File: src/rtl/isa_pkg.sv
// Shared ISA definitions for the fetch stage and the decoder.
// Contents:
//   OP_* opcode codes that fetch and decode both need to know about
//   fetch_state_t  fetch FSM state encoding
//   has_operand()  1 when the opcode is followed by a 16-bit operand word
//   is_legal()     1 when the low opcode byte is inside the ISA code range
package isa_pkg;

  localparam logic [7:0] OP_LOADIM = 8'd38;
  localparam logic [7:0] OP_JUMPZ  = 8'd41;
  localparam logic [7:0] OP_JUMPNZ = 8'd48;
  localparam logic [7:0] OP_JUMP   = 8'd49;
  localparam logic [7:0] OP_ENDOP  = 8'd51;

  typedef enum logic [2:0] {
    ST_IDLE,
    ST_OPC,
    ST_IMM,
    ST_OUT,
    ST_HALT
  } fetch_state_t;

  function automatic logic has_operand(input logic [7:0] opcode);
    return (opcode == OP_LOADIM) || (opcode == OP_JUMPZ) ||
           (opcode == OP_JUMPNZ) || (opcode == OP_JUMP);
  endfunction

  // The ISA is densely packed: codes 0 through endop are assigned,
  // anything above endop is unused.
  function automatic logic is_legal(input logic [7:0] opcode);
    return opcode <= OP_ENDOP;
  endfunction

endpackage

File: src/rtl/instr_fetch.sv
// Fetch stage placed directly after a 1-cycle registered instruction memory.
// Walks the PC, assembles opcode plus optional operand word, and hands
// complete instructions to the decoder over valid/ready. Execute-stage
// redirects reload the PC; an accepted endop halts fetching until reset.
//
// Optional build macro: IFETCH_ILLEGAL_TRAP_EN adds the illegal_op output.
// An opcode word outside the ISA, or with a nonzero upper byte, is then
// flagged alongside instr_valid and its handshake halts the stage.
//
// Ports:
//   clk             in   clock, rising edge
//   rst             in   asynchronous active-high reset
//   fetch_en        in   allow new fetches to start
//   imem_addr       out  instruction memory address (combinational)
//   imem_rdata      in   word for the address presented the cycle before
//   instr_valid     out  instruction outputs valid
//   instr_ready     in   decoder accepts the instruction
//   instr_opcode    out  low byte of the opcode word
//   instr_operand   out  operand word, 0 for one-word instructions
//   instr_has_opnd  out  instruction carried an operand word
//   instr_pc        out  address of the opcode word
//   redirect_valid  in   PC redirect from execute
//   redirect_pc     in   redirect target
//   halted          out  endop accepted, fetching stopped
//   illegal_op      out  (trap build only) illegal opcode seen, sticky
module instr_fetch
  import isa_pkg::*;
#(
  parameter int                ADDR_W   = 16,
  parameter int                DATA_W   = 16,
  parameter logic [ADDR_W-1:0] RESET_PC = '0
) (
  input  logic              clk,
  input  logic              rst,
  input  logic              fetch_en,
  output logic [ADDR_W-1:0] imem_addr,
  input  logic [DATA_W-1:0] imem_rdata,
  output logic              instr_valid,
  input  logic              instr_ready,
  output logic [7:0]        instr_opcode,
  output logic [DATA_W-1:0] instr_operand,
  output logic              instr_has_opnd,
  output logic [ADDR_W-1:0] instr_pc,
  input  logic              redirect_valid,
  input  logic [ADDR_W-1:0] redirect_pc,
  output logic              halted
`ifdef IFETCH_ILLEGAL_TRAP_EN
  ,
  output logic              illegal_op
`endif
);

  fetch_state_t      state;
  logic [ADDR_W-1:0] pc;
  logic              op_illegal;
  logic              trap_halt;

  // While the opcode word is arriving the operand address is already
  // presented; every other state presents pc, which in OUT prefetches the
  // next opcode so a handshake can go straight to OPC.
  always_comb begin
    imem_addr = pc;
    if (state == ST_OPC) imem_addr = pc + ADDR_W'(1);
  end

`ifdef IFETCH_ILLEGAL_TRAP_EN
  assign op_illegal = (imem_rdata[DATA_W-1:8] != '0) || !is_legal(imem_rdata[7:0]);
  assign trap_halt  = illegal_op;

  always_ff @(posedge clk or posedge rst) begin
    if (rst) begin
      illegal_op <= 1'b0;
    end else if (state == ST_OPC && !redirect_valid && op_illegal) begin
      illegal_op <= 1'b1;
    end
  end
`else
  logic unused_upper;
  assign op_illegal   = 1'b0;
  assign trap_halt    = 1'b0;
  assign unused_upper = ^imem_rdata[DATA_W-1:8];
`endif

  always_ff @(posedge clk or posedge rst) begin
    if (rst) begin
      state          <= ST_IDLE;
      pc             <= RESET_PC;
      instr_valid    <= 1'b0;
      instr_opcode   <= '0;
      instr_operand  <= '0;
      instr_has_opnd <= 1'b0;
      instr_pc       <= '0;
      halted         <= 1'b0;
    end else if (redirect_valid && state != ST_HALT) begin
      // Redirect beats everything, including a same-cycle handshake: the
      // held instruction counts as consumed and its endop check is skipped.
      pc          <= redirect_pc;
      instr_valid <= 1'b0;
      state       <= ST_IDLE;
    end else begin
      case (state)
        ST_IDLE: begin
          if (fetch_en) state <= ST_OPC;
        end
        ST_OPC: begin
          instr_opcode <= imem_rdata[7:0];
          instr_pc     <= pc;
          // Illegal words are treated as one-word so the trap surfaces
          // without consuming a bogus operand.
          if (has_operand(imem_rdata[7:0]) && !op_illegal) begin
            state <= ST_IMM;
          end else begin
            pc             <= pc + ADDR_W'(1);
            instr_operand  <= '0;
            instr_has_opnd <= 1'b0;
            instr_valid    <= 1'b1;
            state          <= ST_OUT;
          end
        end
        ST_IMM: begin
          instr_operand  <= imem_rdata;
          instr_has_opnd <= 1'b1;
          pc             <= pc + ADDR_W'(2);
          instr_valid    <= 1'b1;
          state          <= ST_OUT;
        end
        ST_OUT: begin
          if (instr_ready) begin
            instr_valid <= 1'b0;
            if (instr_opcode == OP_ENDOP || trap_halt) begin
              halted <= 1'b1;
              state  <= ST_HALT;
            end else if (fetch_en) begin
              state <= ST_OPC;
            end else begin
              state <= ST_IDLE;
            end
          end
        end
        ST_HALT: begin
          instr_valid <= 1'b0;
        end
        default: state <= ST_IDLE;
      endcase
    end
  end

endmodule

File: config.mk
export PLATFORM = sky130hd
export DESIGN_NAME = instr_fetch
export DESIGN_NICKNAME = d
export VERILOG_FILES = /design/src/rtl/isa_pkg.sv /design/src/rtl/instr_fetch.sv
export SDC_FILE = /design/constraint.sdc
export NUM_CORES = 1
export LEC_CHECK = 0
export CORE_MARGIN = 8
export CORE_UTILIZATION = 45
export CTS_CLUSTER_DIAMETER = 50
export DETAILED_ROUTE_END_ITERATION = 10
export DONT_BUFFER_PORTS = 1
export GPL_TIMING_DRIVEN = 0
export HOLD_SLACK_MARGIN = 0.08
export PLACE_DENSITY_LB_ADDON = 0.3
export SLEW_MARGIN = 0
export SYNTH_ARGS = -nofsm -noshare
export SYNTH_HDL_FRONTEND = slang
export SYNTH_SLANG_ARGS = --single-unit
File: constraint.sdc
create_clock -name clk -period 2.65 [get_ports clk]
set_input_delay 0.53 -clock clk [delete_from_list [all_inputs] [get_ports clk]]
set_output_delay 0.53 -clock clk [all_outputs]
set_load 0.02 [all_outputs]
==> impl_metrics.json <==
{
  "wl_per_cell_um": 19.8,
  "hold_viol": 0,
  "synth_area_leaders": "dfrtp_1, mux2_2, nand2_1, xnor2_1, o21ai_0",
  "fillers": 687,
  "synth_most_common_cell": "dfrtp_1",
  "status": "complete, no violations",
  "clock_latency_ns": 0.35,
  "leakagePower_nw": 1.58,
  "maxSlewViolCount": 0,
  "io_buffers": 0,
  "fin_util": 0.518,
  "grt_pass1_vias": 2688,
  "dr.pass1.iters": 5,
  "synthCells": 354,
  "grt_max_degree": 38,
  "peakVddDrop_v": 0.000406,
  "cap_violations": 0,
  "vias": 2774,
  "drc": 0,
  "finalCritPeriodShare": 0.976,
  "ys.flop_type": "dfrtp_1",
  "drive_above_1_share": 0.270,
  "die-area_um2": 10700,
  "finalClockSkew_ns": 0.0113,
  "power_density_nw_per_um2": 1010,
  "seq_area_frac_synth": 0.452,
  "worstPathArrival_ns": 2.06,
  "cts-root-buf": "clkbuf_8",
  "place.gp.congestion": 0.888,
  "worst-r2r-cell-count": 6,
  "rows": 32,
  "antenna_cells": 0,
  "grt-ovfl-total": 0,
  "synth-seq-cells": 62,
  "ys_async_sr_fraction": 1.00,
  "viasPerCell": 5.83,
  "reg2reg_slack_ns": 0.42,
  "areaGrowthSynthToFinish_pct": 14.2,
  "yosysTopAreaCellShare": 0.452,
  "critPathKind": "flop to output port",
  "clock_path_buffers": 2,
  "grt_pass1_wl_mm": 14.6,
  "startpoint_type": "flop",
  "path_max_fanout": 10,
  "period_needed_ns": 2.59,
  "hpwl_mm": 7.00,
  "drt_wl_total_mm": 9.44,
  "grt_usage": 0.181,
  "cts_buffers": 9,
  "rsz0062_at_grt": "yes",
  "yosys-top-cells-count": "dfrtp_1, nand2_1, mux2_2, nor2_1, o21ai_0",
  "die_height_um": 103,
  "fmax_ghz": 0.387,
  "drt_iter0_markers": 212,
  "cp_data_required_time_ns": 2.12,
  "dieWidth_um": 103,
  "min_path_type": "primary input to asynchronous set/reset pin",
  "slew_headroom": 0.537,
  "ctsHtreeMaxLevel": 3,
  "core_area_um2": 7570,
  "syn_area_per_cell_um2": 9.70,
  "synth.largest_area_cell": "dfrtp_1",
  "nets": 408,
  "ys_types": 55,
  "synth_edf_count": 0,
  "drtAntennaViolNets": 0,
  "max_slew.worst_pin.slew_ns": 0.688,
  "cts_tree": "built",
  "antenna_found_initial": 0,
  "holdWs_ns": 0.125,
  "clk_pin_slew_ns": 0.08,
  "io_pins": 96,
  "end_kind": "output port",
  "initial_core_util": 0.454,
  "r2r_start": "state[0]",
  "setup_viol": 0,
  "r2r_end": "pc[10]",
  "cts_sinks": 62,
  "yosysWarnings": 0,
  "synth_fp_nets": 393,
  "synth.cell_area_um2": 3430
}
report_power, final:
group | total [mW] | internal [mW] | switching, mW | leakage (nW)
registers | 1.94 | 1.27 | 0.674 | 0.757
clock network | 0.867 | 0.464 | 0.403 | 0.103
logic | 1.17 | 0.497 | 0.669 | 0.719
stage by stage:
step / instance area (um^2) / setup WS [ns] / cells / setup TNS [ns] / power, mW
2_1_floorplan: 3430 / 0.296 / 354 / 0 / 2.74
3_3_place_gp: 3560 / -0.104 / 456 / -6.53 / 3.04
3_5_place_dp: 3580 / -0.0618 / 457 / -0.201 / 3.08
4_1_cts: 3870 / 0.000694 / 472 / 0 / 3.99
5_1_grt: 3920 / -0.0281 / 476 / -0.0555 / 4.22
6_report: 3920 / 0.0628 / 476 / 0 / 3.98
worst max-delay path by stage:
stage	end	from	cells past startpoint
after floorplan	imem_addr[11]	state[0]	6
after global placement	halted	rst	1
after detailed placement	imem_addr[12]	state[0]	6
after CTS	imem_addr[13]	pc[10]	6
after global routing	imem_addr[8]	state[1]	6
final	imem_addr[8]	state[1]	6
per-layer routing:
layer | vias to the layer above | global-route usage | part of all wire
met5 | - | 0 | 0
met4 | 0 | 0.0812 | 0.023
met3 | 17 | 0.0549 | 0.080
met2 | 96 | 0.285 | 0.49
met1 | 1382 | 0.223 | 0.41
li1 | 1279 | - | -
layout by cell type, fill, tap and decap left out, types with 2 or more instances in the layout:
cell and n:
o2bb2a_1 4, o211ai_1 3, nand2_1 60, a41oi_1 3, o31a_1 2, dfrtp_2 5
nand4_1 4, clkbuf_8 10, o22ai_1 5, or3b_1 2, xnor2_1 8, o21ai_0 19
clkbuf_1 3, dfrtp_1 57, nor2_2 4, a31oi_1 5, inv_1 7, a22oi_1 3
buf_6 3, nand2b_1 3, a21oi_1 15, clkinv_4 2, nor2_1 16, and2_1 4
mux2_2 25, xnor2_2 6, o22a_1 6, nor3_1 3, nor3b_1 2, buf_4 13
o21ai_1 10, buf_2 9, nand3_1 17
cell type report:
type                    instances  area [um^2]  share of cell area
well taps                     102          128              0.0325
clock inverters                 6         68.8              0.0175
flip-flops and latches         62         1560               0.397
plain buffers                  21          133              0.0338
repair buffers                  9         80.1              0.0204
clock buffers                  10          138              0.0351
multi-input cells             258         1790               0.456
inverters                       8         30.0             0.00766
flip-flops by register name, indices dropped and copies added, names as in the netlist:
register	count
instr_operand	16
instr_pc	16
pc	16
instr_opcode	8
state	3
halted	1
instr_has_opnd	1
instr_valid	1
logic make-up after synthesis:
logic type / synth area share
xor gates and xnor gates: 0.0434
muxes: 0.0860
and+or+nand+nor: 0.186
DFF: 0.452
AOI/OAI and AO/OA: 0.173
adders and majority gates: 0.00728
buffers and inverters: 0.0532
critical path: stages, from the launching register on:
cell and delay, ns:
dfrtp_1 0.38, buf_2 0.18, nor3b_4 0.32, nand4_4 0.18
nor2_4 0.18, nand3_1 0.13, xnor2_2 0.34
timing repair:
item	CTS	global route
setup buffers	2	6
endpoints found under the setup margin	14	10
gates resized for setup	14	5
hold buffers	0	0
pin swaps	2	6
Note: power is estimated with default switching activity, not from simulation.
